$ cat src/rtl/iagc_pkg.sv
`default_nettype none
// ============================================================================
// Module  : iagc_pkg
// Brief   : Shared IAGC status codes, ADC code limits and sampler state type.
// Revision: 1.0 - initial release
// ============================================================================
package iagc_pkg;

  localparam int SAMPLER_DATA_SIZE = 14;

  localparam logic [3:0] IAGC_STATUS_RESET = 4'b0000;
  localparam logic [3:0] IAGC_STATUS_INIT  = 4'b0001;

  localparam logic [SAMPLER_DATA_SIZE-1:0] ADC_CODE_MIN = 14'h0000;
  localparam logic [SAMPLER_DATA_SIZE-1:0] ADC_CODE_MAX = 14'h3FFF;

  typedef enum logic [0:0] {
    IDLE = 1'b0,
    RUN  = 1'b1
  } sampler_state_e;

endpackage
`default_nettype wire

$ cat src/rtl/iagc_sampler_channel.sv
`default_nettype none
// ============================================================================
// Module  : iagc_sampler_channel
// Brief   : Per-channel offset-binary conversion, over-range detect and
//           optional window averaging (enabled by IAGC_SAMPLER_AVG_EN).
// Revision: 1.0 - initial release
// ============================================================================
module iagc_sampler_channel #(
  parameter int SAMPLER_DATA_SIZE = 14,
  parameter int DECIM_LOG2_SIZE   = 3
) (
  input  logic                         i_clock,
  input  logic                         i_reset_n,
  input  logic                         i_clear,
  input  logic                         i_accept,
  input  logic                         i_close,
  input  logic [DECIM_LOG2_SIZE-1:0]   i_decim_log2,
  input  logic [SAMPLER_DATA_SIZE-1:0] i_raw,
  output logic [SAMPLER_DATA_SIZE-1:0] o_result,
  output logic                         o_overrange
);
  import iagc_pkg::*;

  logic [SAMPLER_DATA_SIZE-1:0] conv;

  assign conv        = {~i_raw[SAMPLER_DATA_SIZE-1], i_raw[SAMPLER_DATA_SIZE-2:0]};
  assign o_overrange = (i_raw == ADC_CODE_MIN) || (i_raw == ADC_CODE_MAX);

`ifdef IAGC_SAMPLER_AVG_EN
  // 7 guard bits hold a full 2^7-sample window without overflow.
  localparam int ACC_SIZE = SAMPLER_DATA_SIZE + 7;

  logic signed [ACC_SIZE-1:0] acc_q, acc_d, acc_sum, acc_shift;

  assign acc_sum   = acc_q + {{7{conv[SAMPLER_DATA_SIZE-1]}}, conv};
  assign acc_shift = acc_sum >>> i_decim_log2;
  assign o_result  = acc_shift[SAMPLER_DATA_SIZE-1:0];

  always_comb begin
    acc_d = acc_q;
    if (i_clear) begin
      acc_d = '0;
    end else if (i_accept) begin
      acc_d = i_close ? '0 : acc_sum;
    end
  end

  always_ff @(posedge i_clock or negedge i_reset_n) begin
    if (!i_reset_n) begin
      acc_q <= '0;
    end else begin
      acc_q <= acc_d;
    end
  end
`else
  logic unused_avg;

  assign o_result   = conv;
  assign unused_avg = ^{i_clock, i_reset_n, i_clear, i_accept, i_close, i_decim_log2};
`endif

endmodule
`default_nettype wire

$ cat src/rtl/iagc_sampler.sv
`default_nettype none
// ============================================================================
// Module  : iagc_sampler
// Brief   : Decimates reference/error ADC pairs over 2^k valid pulses and
//           strobes two's-complement samples. Averaging: IAGC_SAMPLER_AVG_EN.
// Revision: 1.0 - initial release
// ============================================================================
module iagc_sampler #(
  parameter int SAMPLER_DATA_SIZE = 14,
  parameter int IAGC_STATUS_SIZE  = 4,
  parameter int DECIM_LOG2_SIZE   = 3
) (
  input  logic                         i_clock,
  input  logic                         i_reset_n,
  input  logic [IAGC_STATUS_SIZE-1:0]  i_iagc_status,
  input  logic                         i_adc_valid,
  input  logic [SAMPLER_DATA_SIZE-1:0] i_adc_reference,
  input  logic [SAMPLER_DATA_SIZE-1:0] i_adc_error,
  input  logic [DECIM_LOG2_SIZE-1:0]   i_decim_log2,
  output logic                         o_sample,
  output logic [SAMPLER_DATA_SIZE-1:0] o_reference,
  output logic [SAMPLER_DATA_SIZE-1:0] o_error,
  output logic                         o_overrange
);
  import iagc_pkg::*;

  localparam int CNT_SIZE = (2 ** DECIM_LOG2_SIZE) - 1;

  sampler_state_e               state_q, state_d;
  logic [DECIM_LOG2_SIZE-1:0]   k_q, k_d;
  logic [CNT_SIZE-1:0]          cnt_q, cnt_d, win_mask;
  logic                         ovr_q, ovr_d;
  logic                         sample_q, sample_d;
  logic [SAMPLER_DATA_SIZE-1:0] reference_q, reference_d, error_q, error_d;
  logic                         overrange_q, overrange_d;
  logic                         ch_clear, ch_accept, ch_close;
  logic [SAMPLER_DATA_SIZE-1:0] ref_result, err_result;
  logic                         ref_hit, err_hit;
  logic                         status_reset;

  assign status_reset = (i_iagc_status == IAGC_STATUS_RESET);

  // Terminal count is 2^k-1: the low k bits set.
  always_comb begin
    for (int i = 0; i < CNT_SIZE; i++) begin
      win_mask[i] = (int'(k_q) > i);
    end
  end

  always_comb begin
    state_d     = state_q;
    k_d         = k_q;
    cnt_d       = cnt_q;
    ovr_d       = ovr_q;
    sample_d    = 1'b0;
    reference_d = reference_q;
    error_d     = error_q;
    overrange_d = overrange_q;
    ch_clear    = 1'b0;
    ch_accept   = 1'b0;
    ch_close    = 1'b0;
    case (state_q)
      IDLE: begin
        cnt_d    = '0;
        ovr_d    = 1'b0;
        ch_clear = 1'b1;
        if (!status_reset) begin
          state_d = RUN;
          k_d     = i_decim_log2;
        end
      end
      RUN: begin
        if (status_reset) begin
          state_d  = IDLE;
          cnt_d    = '0;
          ovr_d    = 1'b0;
          ch_clear = 1'b1;
        end else if (i_adc_valid) begin
          ch_accept = 1'b1;
          if (cnt_q == win_mask) begin
            ch_close    = 1'b1;
            cnt_d       = '0;
            ovr_d       = 1'b0;
            sample_d    = 1'b1;
            reference_d = ref_result;
            error_d     = err_result;
            overrange_d = ovr_q | ref_hit | err_hit;
          end else begin
            cnt_d = cnt_q + 1'b1;
            ovr_d = ovr_q | ref_hit | err_hit;
          end
        end
      end
      default: state_d = IDLE;
    endcase
  end

  always_ff @(posedge i_clock or negedge i_reset_n) begin
    if (!i_reset_n) begin
      state_q     <= IDLE;
      k_q         <= '0;
      cnt_q       <= '0;
      ovr_q       <= 1'b0;
      sample_q    <= 1'b0;
      reference_q <= '0;
      error_q     <= '0;
      overrange_q <= 1'b0;
    end else begin
      state_q     <= state_d;
      k_q         <= k_d;
      cnt_q       <= cnt_d;
      ovr_q       <= ovr_d;
      sample_q    <= sample_d;
      reference_q <= reference_d;
      error_q     <= error_d;
      overrange_q <= overrange_d;
    end
  end

  iagc_sampler_channel #(
    .SAMPLER_DATA_SIZE (SAMPLER_DATA_SIZE),
    .DECIM_LOG2_SIZE   (DECIM_LOG2_SIZE)
  ) u_ch_reference (
    .i_clock      (i_clock),
    .i_reset_n    (i_reset_n),
    .i_clear      (ch_clear),
    .i_accept     (ch_accept),
    .i_close      (ch_close),
    .i_decim_log2 (k_q),
    .i_raw        (i_adc_reference),
    .o_result     (ref_result),
    .o_overrange  (ref_hit)
  );

  iagc_sampler_channel #(
    .SAMPLER_DATA_SIZE (SAMPLER_DATA_SIZE),
    .DECIM_LOG2_SIZE   (DECIM_LOG2_SIZE)
  ) u_ch_error (
    .i_clock      (i_clock),
    .i_reset_n    (i_reset_n),
    .i_clear      (ch_clear),
    .i_accept     (ch_accept),
    .i_close      (ch_close),
    .i_decim_log2 (k_q),
    .i_raw        (i_adc_error),
    .o_result     (err_result),
    .o_overrange  (err_hit)
  );

  assign o_sample    = sample_q;
  assign o_reference = reference_q;
  assign o_error     = error_q;
  assign o_overrange = overrange_q;

endmodule
`default_nettype wire

$ cat config.mk
export PLATFORM = sky130hd
export DESIGN_NAME = iagc_sampler
export DESIGN_NICKNAME = d
export VERILOG_FILES = /design/src/rtl/iagc_pkg.sv /design/src/rtl/iagc_sampler_channel.sv /design/src/rtl/iagc_sampler.sv
export SDC_FILE = /design/constraint.sdc
export NUM_CORES = 1
export LEC_CHECK = 0
export CAP_MARGIN = 5
export CORE_MARGIN = 5
export CORE_UTILIZATION = 35
export CTS_BUF_LIST = sky130_fd_sc_hd__clkbuf_8
export DETAILED_ROUTE_END_ITERATION = 8
export SYNTH_ARGS = -nofsm -noshare
export SYNTH_HDL_FRONTEND = slang
export SYNTH_SLANG_ARGS = --single-unit
$ cat constraint.sdc
create_clock -name i_clock -period 4.3 [get_ports i_clock]
set_input_delay 0.645 -clock i_clock [delete_from_list [all_inputs] [get_ports i_clock]]
set_output_delay 0.645 -clock i_clock [all_outputs]
set_load 0.05 [all_outputs]
Word level (Yosys, flattened, before mapping)
Cells that the tools add are included.
{ "classes": {"n_shift": 0, "addsub": 1, "bitwise": 6, "div_mod_pow": 0, "n_mux": 13, "n_reduce_logical": 7, "eq_ne": 4, "n_lt_le_gt_ge": 7, "n_mul": 0} }
{ "ops": {"columns": ["cell", "count"], "rows": [
  ["$eq A14 B14 Y1 const B", 2],
  ["$logic_not A14 Y1", 2],
  ["$mux W7", 3],
  ["$pmux W7 S2", 1],
  ["$gt A3 B3 Y1 const B", 3],
  ["$mux W1", 8],
  ["$add A7 B1 Y7 const B", 1],
  ["$eq A7 B7 Y1", 1],
  ["$gt A3 B1 Y1 const B", 2],
  ["$gt A3 B2 Y1 const B", 2],
  ["$logic_not A4 Y1", 1],
  ["$not A1 Y1", 4],
  ["$reduce_and A4 Y1", 1],
  ["$ne A3 B2 Y1 const B", 1],
  ["$logic_or A1 B1 Y1", 2],
  ["$or A1 B1 Y1", 2],
  ["$pmux W1 S2", 1],
  ["$reduce_and A2 Y1", 1]
]} }
{ "word_totals": {"register_bits": 42, "memories": 0, "latch_bits": 0, "wordCells": 46, "out_inout_bits": 30, "romBits": 0, "ramBits": 0} }

Logic depth before layout (Yosys ltp)
{ "depth": {"depth_word": 8, "mapped_depth": 7} }

By module
From an unflattened synthesis, not the netlist that was laid out.
{ "hier_totals": {"hier_cells": 187, "hier_area_um2": 2301.0} }
{ "modules_own_cells": {"columns": ["mod", "n_inst", "area_each_um2", "cells_per_inst", "seq_area_each_um2"], "rows": [
  ["iagc_sampler", 1, 1973.1, 137, 1051.0],
  ["iagc_sampler_channel", 2, 163.9, 25, 0.0]
]} }

Least setup slack after synthesis
No wires, ideal clock.
{ "synth_path": {"kind": "input to register", "from": "input port i_iagc_status[1]", "to": "register error_q[0], in the netlist o_error[0]", "cell_stages": 6, "path_slack_ns": 2.027, "t_arrival_ns": 2.148, "setup_ns": 0.125, "n_path_buf": 2, "path_cell_list": "or4_4 -> and3_1 -> clkbuf_1 -> nor3b_4 -> buf_6 -> mux2_4"} }
{ "synth_via": {"elab_chain_len": 3} }
{ "synth_rtl": {"columns": ["element", "line", "text"], "rows": [
  ["from (decl)", "iagc_sampler.sv:15", "input logic [IAGC_STATUS_SIZE-1:0] i_iagc_status,"],
  ["$logic_not A4 Y1", "iagc_sampler.sv:41", "assign status_reset = (i_iagc_status == IAGC_STATUS_RESET);"],
  ["$not A1 Y1 (no line)", null, null],
  ["$reduce_and A4 Y1 (no line)", null, null],
  ["to (signal assigned)", "iagc_sampler.sv:115", "error_q <= error_d;"],
  ["to (decl)", "iagc_sampler.sv:34", "logic [SAMPLER_DATA_SIZE-1:0] reference_q, reference_d, error_q, error_d;"]
]} }
Every way passes these cells.
A chain may end at the register's enable or synchronous reset.

Worst setup path in the final report
{ "layout_path": {"from": "input port i_iagc_status[1]", "to": "register error_q[11], in the netlist o_error[11]"} }
The elaborated chain is that of the path after synthesis.

==> impl_results.md <==
- Status: finished clean
- R2R cell count: 6
- Post-CTS Setup Inserts: 0
- Synth cell types: 38
- RePlAce Congestion: 0.827
- Psw: 814 uW
- Dpl hpwl: 3.46 mm
- Syn Std Cell Area: 0.00209 mm^2
- Synth warnings: 0
- Ranking of synthesized cells by area: dfrtp_1 50%, mux2_4 19%, nand2_1 2.5%, nand4_1 2.4%, nor4_1 2.4%
- Max FO, Critical Path: 30
- Slowest-stage cell, CP: or4_4
- Worst slew pin tran: 0.916 ns
- # clock sinks: 42
- Lkg Pwr: 1.19 nW
- CP top delay family: simple AND/OR/NAND/NOR gates
- Synthesized Nets: 203
- Endpoints failing hold: 0
- H-tree depth: 2
- Total Die Area: 0.00761 mm^2
- Register area: 0.00105 mm^2
- Clk root buf: clkbuf_8
- CTS tree: yes
- Leading cell type in the layout, fill and taps excluded: clkdlybuf4s50_1
- CP Capture Type: flip-flop
- Crit path capture: o_error[11]
- PortBufs: 67
- Total GRT Usage: 12.8%
- Synth Flop Type: dfrtp_1
- Min Tclk post-route: 2.58 ns
- Chip Width: 87.2 um
- Slew headroom: 38.9%
- Clock skew: 0.00987 ns
- Fillers: 523
- Vias per Instance: 4.98
- Fin crit share: 60.0%
- Placed Area: 0.00280 mm^2
- Reg2reg end: o_error[11]
- Worst R2R Setup Slack: 1.85 ns
- Most frequent cells in the layout: 66 x clkdlybuf4s50_1, 42 x dfrtp_1, 27 x mux2_4
- Synth Register Bits: 42
- Seq pwr share: 32.8%
- Post-route DRC: 0
- Clock slew at reported path FFs: 0.09 ns
- Initial antenna violation count: 0
- WP buf/inv: 2
- Stages on the worst setup path: 6
- Maximum clock insertion buffer count: 2
- Worst Path Required: 4.47 ns
- Antenna cells: 0
- Max-Cap Viols: 0
- TritonRoute pass-1 iters: 4
- Clock Latency Late Sink: 0.29 ns
- CTS buffer count: 5
- Yosys top cell area share: 50.4%
- EDFF count, synth: 0
- Drt total wl: 4.66 mm
- Max stage delay on crit path: 0.55 ns
- Cells after synthesis: 164
- Area delta synth->final: 39.4%
- Switching Fraction: 42.1%
- # rows: 28
- Power share of the clock group: 15.8%
- Fin util: 49.7%
- Critical Path AT: 2.75 ns
- Resize count post-CTS: 0
- Vias in the first global route: 1484
- Sequential fraction of the synthesis area: 50.4%
- Share of cells above drive strength 1: 18.8%
- Unrepaired setup endpoints after global routing: no
- Largest net degree at the start of global routing: 43
- Post-DRT Antenna Nets: 0
- Max VDD drop: 0.303 mV
- Pwr dens: 664 mW/mm^2
- Drt wl/cell: 15.1 um
- Final Net Count: 272
- R2R Path Start: cnt_q[0]
- Top cell type by total area after synthesis: dfrtp_1
- Crit path kind: in2reg
- DR iter-0 viols: 71
- Multi-input gate area in the final layout: 971 um^2
- First-pass GRT wire length: 7.58 mm
- CP startpoint: i_iagc_status[1]
- Top Ports: 68
- Core Box Area: 0.00585 mm^2
- Die Height: 87.2 um
- Worst setup SP type: input pin
- Hold_buf cts: 0
- Final Setup Violations: 0
- Total grt overflow: 0
- Sum Neg Setup Slack: 0 ns
- Synth async-reset ratio: 100%
- DR vias: 1538
- Final Max Tran Viols: 0
- Syn_area_per_cell: 12.7 um^2
- Initial Utilization: 35.7%
- Crit path cell chain: clkdlybuf4s50_1 -> or4_4 -> and3_1 -> nor3b_4 -> buf_4 -> mux2_4
- Worst hold path type: in2async
- Internal: 1.12 mW
- Post-Layout Inst Area: 0.00291 mm^2
- Comb pwr share: 51.4%
- Max Clk Rate: 388 MHz
-- worst reg2reg max path, cell delays in order (launching register included) --
cell      delay (ns)
dfrtp_1         0.45
or4_1           0.54
nor2_1          0.13
o221ai_2        0.18
nor3b_4         0.20
buf_4           0.48
mux2_4          0.37
-- area by class of cell --
| class | instances | area share [%] |
|---|---|---|
| clock buffer | 5 | 2.36 |
| tap | 75 | 3.22 |
| multi-input combinational | 113 | 33.4 |
| sequential | 42 | 36.1 |
| timing repair buffer | 68 | 23.1 |
| inverter | 3 | 0.387 |
| clock inverter | 3 | 1.42 |
-- cell usage after synthesis, drive strengths merged (3+ instances only) --
| master | n |
|---|---|
| mux2 | 30 |
| buf | 4 |
| nand4 | 8 |
| nand2b | 3 |
| nand2 | 14 |
| nand3 | 3 |
| o211ai | 5 |
| inv | 3 |
| nor2 | 8 |
| o21ai | 5 |
| dfrtp | 42 |
| nor4 | 8 |
-- logic make-up after synthesis --
kind of cell    after synthesis  synth area share (%)
simple gates                 55                  14.5
compound gates               23                  8.57
mux                          32                  22.0
flops                        42                  50.4
buf+inv                       9                  3.12
fa+ha+maj                     1                 0.599
xor+xnor                      2                 0.839
-- how the worst min path moves through the flow --
stage / startpoint / endpoint / slack (ns) / depth (start not counted)
2_1_floorplan: i_reset_n / cnt_q[0] / 0.35 / 0
3_5_place_dp: o_error[7] / o_error[7] / 0.50 / 1
6_report: i_reset_n / o_reference[5] / 0.48 / 1
4_1_cts: i_reset_n / o_reference[5] / 0.51 / 1
5_1_grt: o_error[12] / o_error[12] / 0.54 / 1
3_3_place_gp: o_error[1] / o_error[1] / 0.50 / 1
-- power groups by stage --
stage               Clock [mW]  Combinational (mW)  Sequential (mW)
finish                   0.305               0.993            0.634
global placement             0               0.991            0.645
detailed placement           0               0.998            0.644
CTS                      0.314                1.00            0.637
floorplan                    0               0.285             1.03
global route             0.336                1.04            0.662
-- stage by stage --
step / setup WS (ns) / hold WS [ns] / total power [mW] / std cells
after detailed placement: 1.43 / 0.497 / 1.64 / 301
after global routing: 1.67 / 0.537 / 2.04 / 309
final: 1.72 / 0.480 / 1.93 / 309
after global placement: 1.46 / 0.498 / 1.64 / 301
after floorplan: 2.03 / 0.349 / 1.31 / 164
after CTS: 1.73 / 0.513 / 1.95 / 309
-- flip-flops by register name, indices dropped and copies added (netlist names) --
register	flops
cnt_q	7
ovr_q	1
o_error	14
k_q	3
o_overrange	1
state_q	1
o_reference	14
o_sample	1
-- layer usage --
metal | up-vias | routed length [um] | GRT usage, %
met5 | - | 0 | 0
met4 | 0 | 46 | 3.07
met3 | 5 | 301 | 3.41
met2 | 43 | 1990 | 18.1
met1 | 734 | 2320 | 19.3
li1 | 756 | - | -
Note: power is estimated with default switching activity, not from simulation.
